**src/rtl/subr_pkg.sv**
```systemverilog
// subr_pkg: shared widths, types and helpers for the subr_unit subtractor.
// Holds the default operand width, operand/result/stat types, sat increment.
package subr_pkg;

  localparam int SUBR_WIDTH  = 3;
  localparam int SUBR_RES_W  = SUBR_WIDTH + 1;
  localparam int SUBR_STAT_W = 16;

  typedef logic [SUBR_WIDTH-1:0]  subr_opnd_t;
  typedef logic [SUBR_RES_W-1:0]  subr_res_t;
  typedef logic [SUBR_STAT_W-1:0] subr_stat_t;

  localparam subr_stat_t SUBR_STAT_MAX = '1;

  function automatic subr_stat_t sat_inc(
    input subr_stat_t v
  );
    return (v == SUBR_STAT_MAX) ? v : v + 1'b1;
  endfunction

endpackage

```
**src/rtl/subr_fs.sv**
```systemverilog
// subr_fs: 1-bit full subtractor cell (a - b - bin).
// Ports: a, b, bin in; d difference bit, bout borrow-out.
module subr_fs (
  input  logic a,
  input  logic b,
  input  logic bin,
  output logic d,
  output logic bout
);

  logic w_axb;

  assign w_axb = a ^ b;
  assign d     = w_axb ^ bin;
  // Borrow when b exceeds a, or when a==b and a borrow ripples in.
  assign bout  = (~a & b) | (~w_axb & bin);

endmodule

```
**src/rtl/subr_unit.sv**
```systemverilog
// subr_unit: registered c1 - d1 - borrow, WIDTH+1 bit two's-complement result.
// Ports: clk, rst (sync, active-high), c1/d1 operands, i1_input borrow-in,
//   in_valid, chain (use stored borrow); outputs sum3, o1_output (borrow),
//   out_valid, zero. Macro SUBR_STATS_EN adds op_count / borrow_count.
module subr_unit
  import subr_pkg::*;
#(
  parameter int WIDTH = SUBR_WIDTH
) (
  input  logic             clk,
  input  logic             rst,
  input  logic [WIDTH-1:0] c1,
  input  logic [WIDTH-1:0] d1,
  input  logic             i1_input,
  input  logic             in_valid,
  input  logic             chain,
  output logic [WIDTH:0]   sum3,
  output logic             o1_output,
  output logic             out_valid,
  output logic             zero
`ifdef SUBR_STATS_EN
  ,
  output logic [SUBR_STAT_W-1:0] op_count,
  output logic [SUBR_STAT_W-1:0] borrow_count
`endif
);

  logic             w_bin;
  logic [WIDTH:0]   w_bw;
  logic [WIDTH-1:0] w_d;
  logic [WIDTH:0]   w_diff;
  logic             w_bout;

  logic [WIDTH:0]   r_sum;
  logic             r_bout;
  logic             r_valid;
  logic             r_zero;
  logic             r_borrow_q;

  // Chain mode takes the borrow left by the previous accepted op,
  // straight from the register, so back-to-back chaining has no bubble.
  assign w_bin   = chain ? r_borrow_q : i1_input;
  assign w_bw[0] = w_bin;

  for (genvar gi = 0; gi < WIDTH; gi++) begin : g_fs
    subr_fs u_fs (
      .a    (c1[gi]),
      .b    (d1[gi]),
      .bin  (w_bw[gi]),
      .d    (w_d[gi]),
      .bout (w_bw[gi+1])
    );
  end

  // Zero-extended operands: the top result bit is exactly the borrow-out.
  assign w_bout = w_bw[WIDTH];
  assign w_diff = {w_bout, w_d};

  always_ff @(posedge clk) begin
    if (rst) begin
      r_sum      <= '0;
      r_bout     <= 1'b0;
      r_valid    <= 1'b0;
      r_zero     <= 1'b1;
      r_borrow_q <= 1'b0;
    end else begin
      r_valid <= in_valid;
      if (in_valid) begin
        r_sum      <= w_diff;
        r_bout     <= w_bout;
        r_zero     <= (w_diff == '0);
        r_borrow_q <= w_bout;
      end
    end
  end

  assign sum3      = r_sum;
  assign o1_output = r_bout;
  assign out_valid = r_valid;
  assign zero      = r_zero;

`ifdef SUBR_STATS_EN
  subr_stat_t r_op_cnt;
  subr_stat_t r_brw_cnt;

  always_ff @(posedge clk) begin
    if (rst) begin
      r_op_cnt  <= '0;
      r_brw_cnt <= '0;
    end else if (in_valid) begin
      r_op_cnt <= sat_inc(r_op_cnt);
      if (w_bout) begin
        r_brw_cnt <= sat_inc(r_brw_cnt);
      end
    end
  end

  assign op_count     = r_op_cnt;
  assign borrow_count = r_brw_cnt;
`endif

endmodule

```
**config.mk**
```make
export PLATFORM = sky130hd
export DESIGN_NAME = subr_unit
export DESIGN_NICKNAME = d
export VERILOG_FILES = /design/src/rtl/subr_pkg.sv /design/src/rtl/subr_fs.sv /design/src/rtl/subr_unit.sv
export SDC_FILE = /design/constraint.sdc
export NUM_CORES = 1
export LEC_CHECK = 0
export CORE_AREA = 2 2 39 41
export DETAILED_ROUTE_END_ITERATION = 8
export DIE_AREA = 0 0 41 43
export HOLD_SLACK_MARGIN = 0.12
export PLACE_DENSITY = 0.54
export SYNTH_ARGS = -nofsm -noshare
export SYNTH_HDL_FRONTEND = slang
export SYNTH_SLANG_ARGS = --single-unit
```
**constraint.sdc**
```tcl
create_clock -name clk -period 2.62 [get_ports clk]
set_input_delay 0.655 -clock clk [delete_from_list [all_inputs] [get_ports clk]]
set_output_delay 0.655 -clock clk [all_outputs]
set_load 0.02 [all_outputs]
```
# Word-level counts from Yosys, hierarchy flattened
# Index checks and enable logic that the tools add are counted.
# classes
bitwise	21
reduce_logical	1
mux	1
# op_table
operator	n
$and A1 B1 Y1	6
$not A1 Y1	6
$xor A1 B1 Y1	6
$logic_not A4 Y1	1
$or A1 B1 Y1	3
$mux W1	1
# totals
input_bits	11
regBits	7
wordCells	27
out_inout_bits	7

# Depth between registers and ports, before layout
# logic_depth
depth_word	9
depth_mapped	7
depth_no_buf	7

# Cells and area by module
# Synthesis repeated with hierarchy kept, for this count alone.
# hier_totals
hier_cells	33
hier_area_um2	329.1
# modules_own_cells
module	area_per_inst_um2	seq_area_each_um2	instances	cells_each
subr_unit	235.2	120.1	1	21
subr_fs	31.3	0.0	3	4

# Worst setup path before layout
# No wires, ideal clock.
# synth_timing
path_kind	input-to-reg
start	input port chain
end	register r_zero, in the netlist zero
path_stages	7
required_ps	2561
path_buffers	0
t_arrival_ps	2537
setup_ps	59
setup_slack_ps	23
path_cell_list	mux2_2 > fa_1 > fa_1 > inv_1 > fa_1 > and4b_1 > a221o_1
# synth_via
elab_cells_between_ends	11
cone_classes	1 x mux; 9 x bitwise; 1 x reduce/logical
# synth_lines
item	line	rtl
start: declaration	subr_unit.sv:16	input logic chain,
$mux W1	subr_unit.sv:42	assign w_bin = chain ? r_borrow_q : i1_input;
$and A1 B1 Y1	subr_fs.sv:16	assign bout = (~a & b) | (~w_axb & bin);
$or A1 B1 Y1	subr_fs.sv:16	
$and A1 B1 Y1	subr_fs.sv:16	
$or A1 B1 Y1	subr_fs.sv:16	
$xor A1 B1 Y1	subr_fs.sv:14	assign d = w_axb ^ bin;
net g_fs[2].u_fs.d	subr_fs.sv:7	output logic d,
$logic_not A4 Y1	subr_unit.sv:71	r_zero <= (w_diff == '0);
end signal: assignment	subr_unit.sv:71	
end: declaration	subr_unit.sv:37	logic r_zero;
# The timed path passes the listed nets, and every way through them passes these cells.
# A chain may end at the register's enable or synchronous reset.

# Worst setup path in the final report
# layout_timing
start	input port i1_input
end	register r_zero, in the netlist zero
# layout_via
elab_cells_between_ends	11
cone_classes	1 x mux; 9 x bitwise; 1 x reduce/logical
# layout_lines
item	line	rtl
start: declaration	subr_unit.sv:14	input logic i1_input,
$mux W1	subr_unit.sv:42	
$and A1 B1 Y1	subr_fs.sv:16	
$or A1 B1 Y1	subr_fs.sv:16	
$and A1 B1 Y1	subr_fs.sv:16	
$or A1 B1 Y1	subr_fs.sv:16	
$xor A1 B1 Y1	subr_fs.sv:14	
net g_fs[2].u_fs.d	subr_fs.sv:7	
$logic_not A4 Y1	subr_unit.sv:71	
# The timed path passes the listed nets, and every way through them passes these cells.

==> impl_results.md <==
* Num ports at 18
* CTS H-tree depth at 1
* DP Area at about 480 um2
* Clock root buffer: clkbuf_4
* Layout cells sized above 1 at 0.191
* Nets at 63
* CTS tree: done
* Clk slew on worst S/H paths at around 40 ps
* Routed len/inst at roughly 9.2 um
* Chip width at 41 um
* Status: finished clean
* Largest cells by area after synthesis: dfxtp_1 40%, fa_1 20%, a211oi_1 7.5%, inv_1 6.3%, nor2_1 6.3%
* Measured slew at the worst slew-check pin at approximately 300 ps
* Post-Syn Instances at 28
* GRT overflow at 0
* Multi-input gate area at ~150 um2
* Yosys top cell by area: dfxtp_1
* Pwr Density at 523 nW/um2
* Tmin final at 2490 ps
* Crit path from: i1_input
* Worst-case reg-to-reg path depth at 7
* CTS Buffer Depth at 2
* Final ANT Viol Nets at 0
* Final-report setup violation count at 0
* Yosys reg bits at 6
* Hold Path End: sum3[0]
* R2R setup slack at between 400 and 500 ps
* Vias in the first global route at 241
* Final Hold Vio Count at 0
* First-pass GRT wire length at around 960 um
* DIE HEIGHT at approximately 43 um
* Max-slew violations at 0
* F_max at between 0.4 and 0.5 GHz
* Critical path's slowest cell: fa_1
* Design Area, Final at roughly 510 um2
* Post-synth top area share at 0.400
* CP Capture Type: register
* Post-Syn Area at approximately 300 um2
* Max cap viols at 0
* Num CTS Buffers at 3
* CTS sink count at 6
* Crit Path Class: in2reg
* Syn Area/Cell at 10.7 um2
* Post-Syn Nets at 42
* Slew margin rel. at 0.797
* Routed vias at roughly 260
* HP Class: reg2reg
* GRT Overall Usage at 0.0900
* Worst reg2reg path endpoint: zero
* FF-to-FF Start: sum3[3]
* Yosys warnings at 0
* Sequential element share of the synthesized area at 0.400
* Required time worst endpoint at between 2000 and 3000 ps
* Clock Skew at roughly 0.47 ps
* Initial Util at 0.217
* CP Max Fanout at 2
* Hold Path Origin: sum3[0]
* LEAKAGE at around 0.23 nW
* DR DRC count at 0
* Insertion delay to the later sink of the worst-skew pair at approximately 240 ps
* Tcrit/Tclk final at 0.951
* CP dominant cell by count: fa_2
* # rows at 14
* Die ar. at 1760 um2
* Area growth, synth to finish at 70.4%
* N_diodes at 0
* Initial antenna violation count at 0
* Core Area at roughly 1400 um2
* Startpoint types: input port
* Yosys cell types at 11
* Setup_tns at 0 ps
* Critical Path Max Stage Delay at 420 ps
* Largest net degree at the start of global routing at 10
* Worst Path Arrival at 2680 ps
* GPL Wtd Cong at around 0.67
* Unrepaired setup endpoints after global routing: no
* Dpl hpwl at between 400 and 500 um
* VDD IR max at 0.180 mV
* Post-CTS Setup Inserts at 0
* Hold-fix buffers, CTS at 0
* Sequential Area at around 120 um2
* DR vias/cell at 4.19
* Hold depth at 2
* Detailed Route Iter0 Violations at 1
* Detailed Routing Iterations Pass 1 at 2
* Port Buf Inserts at 17
* PnR Total Power at 0.000268 W
* Filler cells at between 100 and 150
* Critical-path cell list: dlygate4sd2_1 > mux2_4 > fa_2 > fa_2 > inv_2 > fa_1 > and4b_1 > a221o_1
* Post-Route WL at roughly 580 um
## per-stage QoR
step / hold WS, ps / instances / util / setup slack (ps)
2_1_floorplan: 547 / 28 / - / 23.4
3_3_place_gp: 474 / 60 / 0.346 / -505
3_5_place_dp: 477 / 60 / 0.346 / -541
4_1_cts: 483 / 63 / 0.368 / 22.8
5_1_grt: 512 / 63 / 0.370 / 56.0
6_report: 477 / 63 / 0.370 / 127
## cells in the mapped netlist, drive strengths merged
library cell  instances
a211oi                3
dfxtp                 6
a221o                 1
mux2i                 1
mux2                  1
inv                   5
nor2                  5
fa                    3
buf                   2
and4b                 1
## registers in the layout, summed over array words and instances, names as in the netlist
register	cells
sum3	4
out_valid	1
zero	1
## how the worst max path moves through the flow
stage,end,cells past startpoint
after floorplan,zero,7
after global placement,zero,8
after detailed placement,zero,8
after CTS,zero,8
after global routing,zero,8
final,zero,8
## critical path: cells and delay by family
kind | cells | cell delay (ps)
AOI/OAI and AO/OA | 1 | 120
muxes | 1 | 270
and+or+nand+nor | 1 | 250
adders and majority gates | 3 | 1100
buffers and inverters | 2 | 280
## cells in the final DEF (no fill, tap or decap)
cell type and n:
clkdlybuf4s50_1 14, dfxtp_1 6, nor2_1 5, inv_1 3, a211oi_1 3, clkbuf_4 3, inv_2 2, fa_2 2
and4b_1 1, a221o_1 1, mux2i_1 1, mux2_4 1, fa_1 1, dlymetal6s2s_1 1, clkdlybuf4s15_1 1, dlygate4sd2_1 1
buf_4 1
## cell families (layout without fill, tap and decap cells)
group | Yosys count | after routing | share of synthesized area
fa+ha+maj | 3 | 3 | 0.200
flops | 6 | 6 | 0.400
mux | 2 | 2 | 0.0708
buf+inv | 7 | 26 | 0.125
compound gates | 4 | 4 | 0.108
simple gates | 6 | 6 | 0.0958
## routing by layer
metal / vias to the layer above / track usage / routed length [um]
met3: 2 / 0.0681 / 75
met1: 117 / 0.102 / 223
met4: 0 / 0.0800 / 12
li1: 129 / - / -
met2: 16 / 0.103 / 266
met5: - / 0 / 0
## power breakdown
part	internal (W)	total (W)	switching, W	leakage (nW)
Sequential	0.0000998	0.000104	0.00000409	0.0500
Combinational	0.0000453	0.0000795	0.0000342	0.161
Clock	0.0000518	0.0000843	0.0000326	0.0138
Total	0.000197	0.000268	0.0000709	0.225
## area by class of cell
| class | count | share of cell area |
|---|---|---|
| repair buffers | 18 | 0.350 |
| flip-flops and latches | 6 | 0.235 |
| clock buffers | 3 | 0.0440 |
| multi-input cells | 15 | 0.296 |
| inverters | 5 | 0.0367 |
| well taps | 16 | 0.0391 |
## repair_timing
| item | in CTS | in global routing |
|---|---|---|
| pin swaps | 4 | 4 |
| endpoints found under the setup margin | 2 | 1 |
| resized for setup | 7 | 2 |
No activity file was read; power rests on OpenSTA's default activity.
